--- src/rtl/ps2_kbd_ctrl_if.sv ---
// Bus bundle between the PS/2 receiver FIFO, the key-event consumer and
// the ps2_kbd_ctrl sequencer. The controller uses the master modport; the
// surrounding logic (FIFO, consumer, status) uses the slave modport.
interface ps2_kbd_ctrl_if;
  logic [7:0] fifo_data;
  logic       fifo_empty;
  logic       fifo_overflow;
  logic       fifo_rd;
  logic       ev_valid;
  logic       ev_ready;
  logic [7:0] ev_code;
  logic       ev_ext;
  logic       ev_break;
  logic [3:0] mods;
  logic       err;
  logic       err_clr;

  modport master (
    input  fifo_data, fifo_empty, fifo_overflow, ev_ready, err_clr,
    output fifo_rd, ev_valid, ev_code, ev_ext, ev_break, mods, err
  );

  modport slave (
    output fifo_data, fifo_empty, fifo_overflow, ev_ready, err_clr,
    input  fifo_rd, ev_valid, ev_code, ev_ext, ev_break, mods, err
  );
endinterface

--- src/rtl/ps2_kbd_ctrl.sv ---
// PS/2 keyboard scan-code sequencer: pops bytes from the receiver FIFO,
// parses E0/F0/E1 prefixes, tracks modifier keys and emits one make/break
// event per complete scan sequence on a valid/ready port.
// Optional build macro PS2_KBD_CTRL_REPEAT_FILTER_EN: suppress typematic
// repeats of the most recent make until that key is released.
//
// state   | meaning
// BASE    | idle, waiting for the first byte of a sequence
// EXT     | E0 seen, next byte is an extended code or F0
// BRK     | F0 seen, next byte is the released key
// EXT_BRK | E0 F0 seen, next byte is the released extended key
// SKIP    | E1 seen, swallowing the rest of the Pause sequence
module ps2_kbd_ctrl #(
  parameter int TIMEOUT_CYCLES = 54000,
  parameter int TO_W           = 16
) (
  input  logic            clock_27mhz,
  input  logic            reset,
  ps2_kbd_ctrl_if.master  bus
);

  typedef enum logic [2:0] {BASE, EXT, BRK, EXT_BRK, SKIP} state_t;

  localparam logic [TO_W-1:0] TO_LAST = TO_W'(TIMEOUT_CYCLES - 1);

  state_t          state, state_nxt;
  logic [2:0]      skip_cnt, skip_nxt;
  logic [TO_W-1:0] to_cnt;

  logic       ev_valid_q, ev_ext_q, ev_break_q, err_q;
  logic [7:0] ev_code_q;
  logic       held_l12, held_r59, held_lctrl, held_rctrl;
  logic       held_lalt, held_ralt, held_58, caps_q;

  logic       pop, take, suppress;
  logic       dec_emit, dec_ext, dec_brk;
  logic [7:0] dec_code;

  // A pop is only issued when the output slot is free or being drained.
  assign pop  = ~reset & ~bus.fifo_empty & (~ev_valid_q | bus.ev_ready);
  assign take = pop & ~bus.fifo_overflow;

  assign bus.fifo_rd  = pop;
  assign bus.ev_valid = ev_valid_q;
  assign bus.ev_code  = ev_code_q;
  assign bus.ev_ext   = ev_ext_q;
  assign bus.ev_break = ev_break_q;
  assign bus.err      = err_q;
  assign bus.mods     = {caps_q, held_lalt | held_ralt, held_lctrl | held_rctrl,
                         held_l12 | held_r59};

  // Decode the FIFO head byte against the current parser state.
  always_comb begin
    state_nxt = state;
    skip_nxt  = skip_cnt;
    dec_emit  = 1'b0;
    dec_code  = bus.fifo_data;
    dec_ext   = 1'b0;
    dec_brk   = 1'b0;
    case (state)
      BASE: begin
        case (bus.fifo_data)
          8'hE0: state_nxt = EXT;
          8'hF0: state_nxt = BRK;
          8'hE1: begin
            state_nxt = SKIP;
            skip_nxt  = 3'd7;
          end
          8'hAA, 8'hFA, 8'hFE, 8'hEE, 8'h00, 8'hFF: state_nxt = BASE;
          default: dec_emit = 1'b1;
        endcase
      end
      EXT: begin
        if (bus.fifo_data == 8'hF0) begin
          state_nxt = EXT_BRK;
        end else begin
          state_nxt = BASE;
          // E0 12 / E0 59 are fake-shift bytes around extended keys.
          if (bus.fifo_data != 8'h12 && bus.fifo_data != 8'h59) begin
            dec_emit = 1'b1;
            dec_ext  = 1'b1;
          end
        end
      end
      BRK: begin
        state_nxt = BASE;
        dec_emit  = 1'b1;
        dec_brk   = 1'b1;
      end
      EXT_BRK: begin
        state_nxt = BASE;
        if (bus.fifo_data != 8'h12 && bus.fifo_data != 8'h59) begin
          dec_emit = 1'b1;
          dec_ext  = 1'b1;
          dec_brk  = 1'b1;
        end
      end
      SKIP: begin
        skip_nxt = skip_cnt - 3'd1;
        if (skip_cnt == 3'd1) begin
          state_nxt = BASE;
          dec_emit  = 1'b1;
          dec_code  = 8'hE1;
        end
      end
      default: state_nxt = BASE;
    endcase
  end

`ifdef PS2_KBD_CTRL_REPEAT_FILTER_EN
  logic [8:0] last_make;
  logic       last_vld;

  assign suppress = dec_emit & ~dec_brk & last_vld & (last_make == {dec_ext, dec_code});

  // Remember the last emitted make; its own break re-arms it.
  always_ff @(posedge clock_27mhz) begin
    if (reset) begin
      last_make <= 9'd0;
      last_vld  <= 1'b0;
    end else if (take & dec_emit) begin
      if (!dec_brk) begin
        last_make <= {dec_ext, dec_code};
        last_vld  <= 1'b1;
      end else if (last_make == {dec_ext, dec_code}) begin
        last_vld <= 1'b0;
      end
    end
  end
`else
  assign suppress = 1'b0;
`endif

  // Parser state, prefix timeout, event register and sticky error.
  always_ff @(posedge clock_27mhz) begin
    if (reset) begin
      state      <= BASE;
      skip_cnt   <= 3'd0;
      to_cnt     <= '0;
      ev_valid_q <= 1'b0;
      ev_code_q  <= 8'h00;
      ev_ext_q   <= 1'b0;
      ev_break_q <= 1'b0;
      err_q      <= 1'b0;
    end else begin
      if (bus.err_clr) err_q <= 1'b0;

      if (bus.fifo_overflow) begin
        state  <= BASE;
        to_cnt <= '0;
        err_q  <= 1'b1;
      end else if (pop) begin
        state    <= state_nxt;
        skip_cnt <= skip_nxt;
        to_cnt   <= '0;
      end else if (state != BASE) begin
        if (to_cnt == TO_LAST) begin
          state  <= BASE;
          to_cnt <= '0;
          err_q  <= 1'b1;
        end else begin
          to_cnt <= to_cnt + TO_W'(1);
        end
      end

      if (take & dec_emit & ~suppress) begin
        ev_valid_q <= 1'b1;
        ev_code_q  <= dec_code;
        ev_ext_q   <= dec_ext;
        ev_break_q <= dec_brk;
      end else if (bus.ev_ready) begin
        ev_valid_q <= 1'b0;
      end
    end
  end

  // Held-key flags and caps-lock toggle, updated on every decoded key.
  always_ff @(posedge clock_27mhz) begin
    if (reset) begin
      held_l12   <= 1'b0;
      held_r59   <= 1'b0;
      held_lctrl <= 1'b0;
      held_rctrl <= 1'b0;
      held_lalt  <= 1'b0;
      held_ralt  <= 1'b0;
      held_58    <= 1'b0;
      caps_q     <= 1'b0;
    end else if (take & dec_emit) begin
      case ({dec_ext, dec_code})
        9'h012: held_l12   <= ~dec_brk;
        9'h059: held_r59   <= ~dec_brk;
        9'h014: held_lctrl <= ~dec_brk;
        9'h114: held_rctrl <= ~dec_brk;
        9'h011: held_lalt  <= ~dec_brk;
        9'h111: held_ralt  <= ~dec_brk;
        9'h058: begin
          // Typematic repeats of caps lock arrive while held_58 is set.
          if (!dec_brk && !held_58) caps_q <= ~caps_q;
          held_58 <= ~dec_brk;
        end
        default: ;
      endcase
    end
  end

endmodule

--- src/flat_wrapper.sv ---
// flat-port wrapper written by rule: the top's interface ports become plain ports
module ps2_kbd_ctrl_flat 
#(
  parameter int TIMEOUT_CYCLES = 54000,
  parameter int TO_W           = 16
)
  (clock_27mhz, reset, bus_fifo_data, bus_fifo_empty, bus_fifo_overflow, bus_ev_ready, bus_err_clr, bus_fifo_rd, bus_ev_valid, bus_ev_code, bus_ev_ext, bus_ev_break, bus_mods, bus_err);
  ps2_kbd_ctrl_if bus_i ();
  input  logic clock_27mhz;
  input  logic reset;
  input wire logic [$bits(bus_i.fifo_data)-1:0] bus_fifo_data;
  input wire logic [$bits(bus_i.fifo_empty)-1:0] bus_fifo_empty;
  input wire logic [$bits(bus_i.fifo_overflow)-1:0] bus_fifo_overflow;
  input wire logic [$bits(bus_i.ev_ready)-1:0] bus_ev_ready;
  input wire logic [$bits(bus_i.err_clr)-1:0] bus_err_clr;
  output wire logic [$bits(bus_i.fifo_rd)-1:0] bus_fifo_rd;
  output wire logic [$bits(bus_i.ev_valid)-1:0] bus_ev_valid;
  output wire logic [$bits(bus_i.ev_code)-1:0] bus_ev_code;
  output wire logic [$bits(bus_i.ev_ext)-1:0] bus_ev_ext;
  output wire logic [$bits(bus_i.ev_break)-1:0] bus_ev_break;
  output wire logic [$bits(bus_i.mods)-1:0] bus_mods;
  output wire logic [$bits(bus_i.err)-1:0] bus_err;
  assign bus_i.fifo_data = bus_fifo_data;
  assign bus_i.fifo_empty = bus_fifo_empty;
  assign bus_i.fifo_overflow = bus_fifo_overflow;
  assign bus_i.ev_ready = bus_ev_ready;
  assign bus_i.err_clr = bus_err_clr;
  assign bus_fifo_rd = bus_i.fifo_rd;
  assign bus_ev_valid = bus_i.ev_valid;
  assign bus_ev_code = bus_i.ev_code;
  assign bus_ev_ext = bus_i.ev_ext;
  assign bus_ev_break = bus_i.ev_break;
  assign bus_mods = bus_i.mods;
  assign bus_err = bus_i.err;
  ps2_kbd_ctrl #(.TIMEOUT_CYCLES(TIMEOUT_CYCLES), .TO_W(TO_W)) u_core (.clock_27mhz(clock_27mhz), .reset(reset), .bus(bus_i));
endmodule
--- config.mk ---
export PLATFORM = sky130hd
export DESIGN_NAME = ps2_kbd_ctrl_flat
export DESIGN_NICKNAME = d
export VERILOG_FILES = /design/src/rtl/ps2_kbd_ctrl_if.sv /design/src/rtl/ps2_kbd_ctrl.sv /design/src/flat_wrapper.sv
export SDC_FILE = /design/constraint.sdc
export NUM_CORES = 1
export LEC_CHECK = 0
export ABC_AREA = 1
export CAP_MARGIN = 10
export CORE_UTILIZATION = 55
export CTS_CLUSTER_SIZE = 40
export DETAILED_ROUTE_END_ITERATION = 12
export PLACE_DENSITY = 0.75
export SYNTH_ARGS = -nofsm -noshare
export SYNTH_HDL_FRONTEND = slang
export SYNTH_SLANG_ARGS = --single-unit
--- constraint.sdc ---
create_clock -name clock_27mhz -period 1.8 [get_ports clock_27mhz]
set_input_delay 0.27 -clock clock_27mhz [delete_from_list [all_inputs] [get_ports clock_27mhz]]
set_output_delay 0.27 -clock clock_27mhz [all_outputs]
set_load 0.1 [all_outputs]
# Word level (Yosys, flattened, before mapping)
# Cells that the tools add are included.
dict set report word_totals {
  regBits 42
  in_bits 14
  out_inout_bits 17
  word_cells 109
}
dict set report op_classes {
  addsub 2
  eq_ne 26
  mux 26
  bitwise_logic 14
  reduce_logical 25
}
# op n
set op_table {}
lappend op_table {{== test 8 bit, second input constant} 8}
lappend op_table {{== test 9 x 5 -> 1 bit, second input constant} 3}
lappend op_table {{== test 9 x 7 -> 1 bit, second input constant} 2}
lappend op_table {{== test 9 bit, second input constant} 2}
lappend op_table {{adder 16 x 1 -> 16 bit, second input constant} 1}
lappend op_table {{== test 16 bit, second input constant} 1}
lappend op_table {{2-to-1 mux 16 bit} 1}
lappend op_table {{2-to-1 mux 8 bit} 2}
lappend op_table {{2-to-1 mux 3 bit} 5}
lappend op_table {{AND reduction 2 bit} 7}
lappend op_table {{case mux 3 bit (4 select lines)} 1}
lappend op_table {{2-to-1 mux 1 bit} 11}
lappend op_table {{case mux 3 bit (3 select lines)} 1}
lappend op_table {{OR reduction 9 bit} 1}
lappend op_table {{logical NOT 8 bit} 1}
lappend op_table {{!= test 8 x 5 -> 1 bit, second input constant} 1}
lappend op_table {{!= test 8 x 7 -> 1 bit, second input constant} 1}
lappend op_table {{AND reduction 4 bit} 2}
lappend op_table {{nonzero test 2 bit} 4}
lappend op_table {{== test 3 x 1 -> 1 bit, second input constant} 2}
lappend op_table {{== test 3 x 2 -> 1 bit, second input constant} 2}
lappend op_table {{!= test 6 bit, second input constant} 1}
lappend op_table {{inverter 1 bit} 6}
lappend op_table {{case mux 3 bit (2 select lines)} 1}
lappend op_table {{other kinds (17)} 26}

# Depth between registers and ports, before layout
dict set report logic_depth {
  word_depth 7
  mapped_depth 13
  ltp_nobuf 12
}

# Least setup slack after synthesis
# OpenSTA, ideal clock, no wires.
dict set report synth_path {
  path_type {reg-to-reg}
  from {register u_core.ev_valid_q, in the netlist u_core.bus.ev_valid}
  to {register u_core.state[0]}
  setup_ns 0.070
  arrival_ns 2.932
  required_ns 1.730
  setup_slack_ns -1.202
  path_stages_with_launch 8
  n_path_buf 0
  period_less_slack_ns 3.002
  cell_sequence {dfxtp_1 nand2_1 nand2_1 nor2_1 nand3_1 inv_1 nand2_1 a21oi_1}
}
dict set report synth_between {
  elab_chain_cells 5
  elab_cells_between_ends 9
  cone_classes {eq/ne: 2; mux: 1; bitwise: 3; reduce/logical: 3}
}
# element line_no
set synth_rtl {}
lappend synth_rtl {{from (decl)} ps2_kbd_ctrl.sv:30} ;# logic ev_valid_q, ev_ext_q, ev_break_q, err_q;
lappend synth_rtl {{from (signal assigned)} ps2_kbd_ctrl.sv:140} ;# ev_valid_q <= 1'b0;
lappend synth_rtl {{from (signal assigned)} ps2_kbd_ctrl.sv:167} ;# ev_valid_q <= 1'b1;
lappend synth_rtl {{from (signal assigned)} ps2_kbd_ctrl.sv:172} ;# ev_valid_q <= 1'b0;
lappend synth_rtl {{inverter 1 bit *} ps2_kbd_ctrl.sv:40} ;# assign pop = ~reset & ~bus.fifo_empty & (~ev_valid_q | bus.ev_ready);
lappend synth_rtl {{OR 1 bit *} ps2_kbd_ctrl.sv:40}
lappend synth_rtl {{bitwise AND 1 bit *} ps2_kbd_ctrl.sv:40}
lappend synth_rtl {{named net bus_fifo_rd} flat_wrapper.sv:16} ;# output wire logic [$bits(bus_i.fifo_rd)-1:0] bus_fifo_rd;
lappend synth_rtl {{!= test 6 bit (no source line) (tied with other cells)} --}
lappend synth_rtl {{AND reduction 4 bit (no source line)} --}
lappend synth_rtl {{to (signal assigned)} ps2_kbd_ctrl.sv:153} ;# state <= state_nxt;
lappend synth_rtl {{to (decl)} ps2_kbd_ctrl.sv:26} ;# state_t state, state_nxt;
# Mark *: on every way through the listed nets, which the timed path passes. The rest lies on a longest branch.
# A chain may end at the register's enable or synchronous reset.

# Final worst setup path
dict set report layout_path {
  from {input port bus_fifo_data[1]}
  to {register u_core.caps_q}
}
dict set report layout_between {
  elab_chain_cells 7
  elab_cells_between_ends 26
  cone_classes {eq/ne: 11; mux: 8; bitwise: 1; reduce/logical: 6}
}
# element line_no
set layout_rtl {}
lappend layout_rtl {{from (decl)} flat_wrapper.sv:11} ;# input wire logic [$bits(bus_i.fifo_data)-1:0] bus_fifo_data;
lappend layout_rtl {{!= test 8 x 5 -> 1 bit or != test 8 x 7 -> 1 bit (tied branches)} {ps2_kbd_ctrl.sv:79, ps2_kbd_ctrl.sv:92}}
lappend layout_rtl {{logical AND 1 bit} {ps2_kbd_ctrl.sv:79, ps2_kbd_ctrl.sv:92}}
lappend layout_rtl {{2-to-1 mux 1 bit} {ps2_kbd_ctrl.sv:79, ps2_kbd_ctrl.sv:92}}
lappend layout_rtl {{2-to-1 mux 1 bit or case mux 1 bit (2 select lines) (tied branches)} {ps2_kbd_ctrl.sv:74, ps2_kbd_ctrl.sv:60}}
lappend layout_rtl {{case mux 1 bit (2 select lines) (tied with other cells)} ps2_kbd_ctrl.sv:60} ;# case (state)
lappend layout_rtl {{== test 9 x 7 -> 1 bit (tied with other cells)} ps2_kbd_ctrl.sv:189} ;# case ({dec_ext, dec_code})
lappend layout_rtl {{AND reduction 3 bit (no source line) *} --}
lappend layout_rtl {{to (signal assigned)} ps2_kbd_ctrl.sv:198} ;# if (!dec_brk && !held_58) caps_q <= ~caps_q;
lappend layout_rtl {{to (decl)} ps2_kbd_ctrl.sv:33} ;# logic held_lalt, held_ralt, held_58, caps_q;
# Every way passes the cells marked *; elsewhere a longest branch is shown, timed or not.

==> flow_summary.toml <==
[grt]
global_route.usage.total_pct = 27.37
number_of_global_route_vias_before_repair = 2294
grt_max_degree = 17
global_route.overflow_total = 0
grt_antenna_before_repair = 0
grt_pass1_wl_um = 9494

[setup_path]
cp-start-kind = "input port"
timing.critical_path.to_type = "register"
timing.reg2reg.worst_path_depth = 7
path_max_fanout = 5
worst_r2r_endpoint = "u_core.to_cnt[12]"
critPathKind = "input port to register"
worst_ep_required_time_ns = 2.04
crit-reg2reg-launch = "u_core.to_cnt[1]"
reg2reg_setup_slack_ns = 0.13
worst_path_arrival_ns = 1.94

[synth]
yosysMostFrequentCell = "sky130_fd_sc_hd__nor2_1"
synth.cell_area_um2 = 2424
synth_largest_area_cell = "sky130_fd_sc_hd__dfxtp_1"
synth.yosys.warnings = 0
synthArstFlopShare_pct = 0
netlist-cell-type-count = 35
ys_seq_elements = 42
netlist_top_cells_count = "sky130_fd_sc_hd__nor2_1 (78), sky130_fd_sc_hd__nand2_1 (71), sky130_fd_sc_hd__inv_1 (53), sky130_fd_sc_hd__dfxtp_1 (42), sky130_fd_sc_hd__nand3_1 (26)"
ys_dominant_reg_cell = "sky130_fd_sc_hd__dfxtp_1"
synth-seq-area-share_pct = 34.69
area_contributors_post_synth = "sky130_fd_sc_hd__dfxtp_1 (35%), sky130_fd_sc_hd__nor2_1 (12%), sky130_fd_sc_hd__nand2_1 (11%)"
synthCells = 377
synth_top_area_share_pct = 34.69
synth_enable_flop_cells = 0
synth_net_count = 394
syn-mean-instance-area_um2 = 6.429

[routing]
drt_drc_violations_left = 0
dr.first_iter.drc_count = 146
post_drt_wl_per_cell_um = 11.39
drtPass1Iterations = 4
num_vias = 2561
ant_nets = 0
route.detailed.vias_per_inst = 5.112
drt_wl_total_um = 5704

[timing]
post-route-period-util_pct = 94.28
fmax_mhz = 589.3
setup_violations = 0
finalMaxSlewViolations = 0
fin_skew_ns = 0.009135
relSlewSlack_pct = 73.03
grt_setup_unrepaired = "true"
report.final.hold_viol_count = 0
setup_tns_ns = 0
worst_pin_slew_ns = 0.4014
finalWorstPathRequiredPeriod_ns = 1.697

[die]
initial_utilization_pct = 58.89
floorplan.die.width_um = 68.38
core_um2 = 4115
num_rows = 23
die_height_um = 68.38
die_area_um2 = 4676
ios = 31

[worst_hold_path]
worst_hold_startpoint = "u_core.bus.ev_code[4]"
timing.hold.worst_endpoint = "u_core.bus.ev_code[4]"
timing.hold.worst.class = "register to register"
timing.hold.worst_path_depth = 2

[power_and_ir_drop]
leakagePower_uw = 0.001492
vdd_ir_drop_max_v = 0.0005306
power_per_cell_area_nw_per_um2 = 586.3

[clock_network]
cts-buffers-inserted = 5
cts.clk_slew.worst_paths_ns = 0.09
cts_sink_cnt = 42
insertion_delay_ns = 0.30
cts_root_buffer = "sky130_fd_sc_hd__clkbuf_8"
tritoncts = "built"
cts_hold_buffers_added = 0
cts-htree-levels = 2
cts_buffer_depth = 2

[flow_run]
max_cap_violations = 0

[place]
port-buffer-count = 30
gpl.final_weighted_congestion = 0.8922
dpl.hpwl_um = 4477

[outcome]
outcome = "finished, final reports clean"

[final_layout]
area.growth.synth_to_final_pct = 34.13
finalNetCount = 467
drive_above_1_share_pct = 23.95
antenna_cells_inserted = 0
finalCoreUtilization_pct = 78.99
[critical path, stage by stage]
cell                              delay, ns
sky130_fd_sc_hd__clkdlybuf4s50_1       0.49
sky130_fd_sc_hd__inv_2                 0.12
sky130_fd_sc_hd__nand2_1               0.07
sky130_fd_sc_hd__nor2_2                0.13
sky130_fd_sc_hd__nand3_2               0.09
sky130_fd_sc_hd__buf_4                 0.14
sky130_fd_sc_hd__nand4_1               0.10
sky130_fd_sc_hd__nand2_1               0.09
sky130_fd_sc_hd__nor2_1                0.15
sky130_fd_sc_hd__nand3_1               0.09
sky130_fd_sc_hd__nand2_1               0.07
sky130_fd_sc_hd__inv_1                 0.04
sky130_fd_sc_hd__nor2_1                0.08
[cell type report]
| type | instances | area (µm²) |
|---|---|---|
| Inverter | 60 | 232.7 |
| Clock inverter | 3 | 21.27 |
| Multi-Input combinational cell | 269 | 1360 |
| Sequential cell | 42 | 847.1 |
| Tap cell | 50 | 62.56 |
| Fill cell | 322 | 864.6 |
| Timing Repair Buffer | 72 | 658.1 |
| Clock buffer | 5 | 68.82 |
[routing by layer]
metal	wire, µm	up-vias	GRT usage (%)	share of wire (%)
met2	2913	44	50.86	51
li1	-	1354	-	-
met1	2497	1153	30.05	44
met4	121	0	10.16	2.1
met3	171	10	5.667	3.0
met5	0	-	0	0
[flip-flops by register name, indices dropped and copies added, names as in the netlist]
signal	cells
u_core.caps_q	1
u_core.bus.ev_ext	1
u_core.bus.ev_break	1
u_core.state	3
u_core.to_cnt	16
u_core.bus.ev_code	8
u_core.bus.err	1
u_core.held_58	1
u_core.held_ralt	1
u_core.skip_cnt	3
u_core.bus.ev_valid	1
u_core.held_l12	1
u_core.held_lctrl	1
u_core.held_rctrl	1
u_core.held_lalt	1
u_core.held_r59	1
[how the worst max path moves through the flow]
| stage | start | to | slack, ns | cells past startpoint |
|---|---|---|---|---|
| after floorplan | u_core.bus.ev_valid | u_core.to_cnt[4] | 0.01 | 9 |
| after global placement | bus_fifo_data[7] | u_core.bus.ev_code[6] | -0.29 | 13 |
| after detailed placement | bus_fifo_data[7] | u_core.bus.ev_code[3] | -0.36 | 13 |
| after CTS | bus_fifo_data[7] | u_core.bus.ev_code[3] | 0.03 | 13 |
| after global routing | bus_fifo_data[2] | u_core.held_r59 | -0.03 | 13 |
| final | bus_fifo_data[1] | u_core.caps_q | 0.10 | 13 |
[kinds of logic after synthesis]
family | Yosys count | synth area share [%]
XOR/XNOR | 2 | 0.7229
AND/OR/NAND/NOR | 222 | 41.97
adder cells (fa/ha/maj) | 3 | 1.549
buffers and inverters | 66 | 11.25
flip-flops | 42 | 34.69
AO/OA/AOI/OAI | 42 | 9.809
[placed cells by master, fill, tap and decap left out, types with 6 or more instances in the layout]
| master | netlist | final |
|---|---|---|
| sky130_fd_sc_hd__a21oi_1 | 17 | 16 |
| sky130_fd_sc_hd__buf_12 | 0 | 6 |
| sky130_fd_sc_hd__buf_4 | 1 | 53 |
| sky130_fd_sc_hd__clkdlybuf4s50_1 | 0 | 9 |
| sky130_fd_sc_hd__dfxtp_1 | 42 | 39 |
| sky130_fd_sc_hd__inv_1 | 53 | 53 |
| sky130_fd_sc_hd__nand2_1 | 71 | 69 |
| sky130_fd_sc_hd__nand3_1 | 26 | 26 |
| sky130_fd_sc_hd__nand4_1 | 16 | 16 |
| sky130_fd_sc_hd__nor2_1 | 78 | 73 |
| sky130_fd_sc_hd__nor2_2 | 7 | 9 |
| sky130_fd_sc_hd__nor3_1 | 8 | 8 |
| sky130_fd_sc_hd__o21ai_0 | 7 | 7 |
| sky130_fd_sc_hd__o21ai_1 | 9 | 9 |
[what timing repair did]
| item | 4_1_cts | 5_1_grt |
|---|---|---|
| endpoints found under the setup margin | 10 | 23 |
| pin swaps | 0 | 3 |
| setup buffers | 0 | 2 |
| gates resized for setup | 1 | 18 |
[power breakdown]
group / leakage [µW] / switching [µW] / internal, µW / total (µW)
clock: 0.0000441 / 336 / 272 / 608
sequential: 0.000342 / 7.37 / 942 / 949
combinational: 0.00111 / 229 / 119 / 348
[stage by stage]
step                setup WS, ns  power [µW]  hold WS, ns  instance area, µm²  instances
finish                    0.1030        1906       0.4884                3251        501
global route            -0.02503        1983       0.5098                3251        501
CTS                      0.02866        1917       0.4885                3176        499
detailed placement       -0.3612        1311       0.4694                3080        491
global placement         -0.2865        1305       0.4589                3080        491
floorplan                0.01082        1182       0.4394                2440        377
Note: power is estimated with default switching activity, not from simulation.
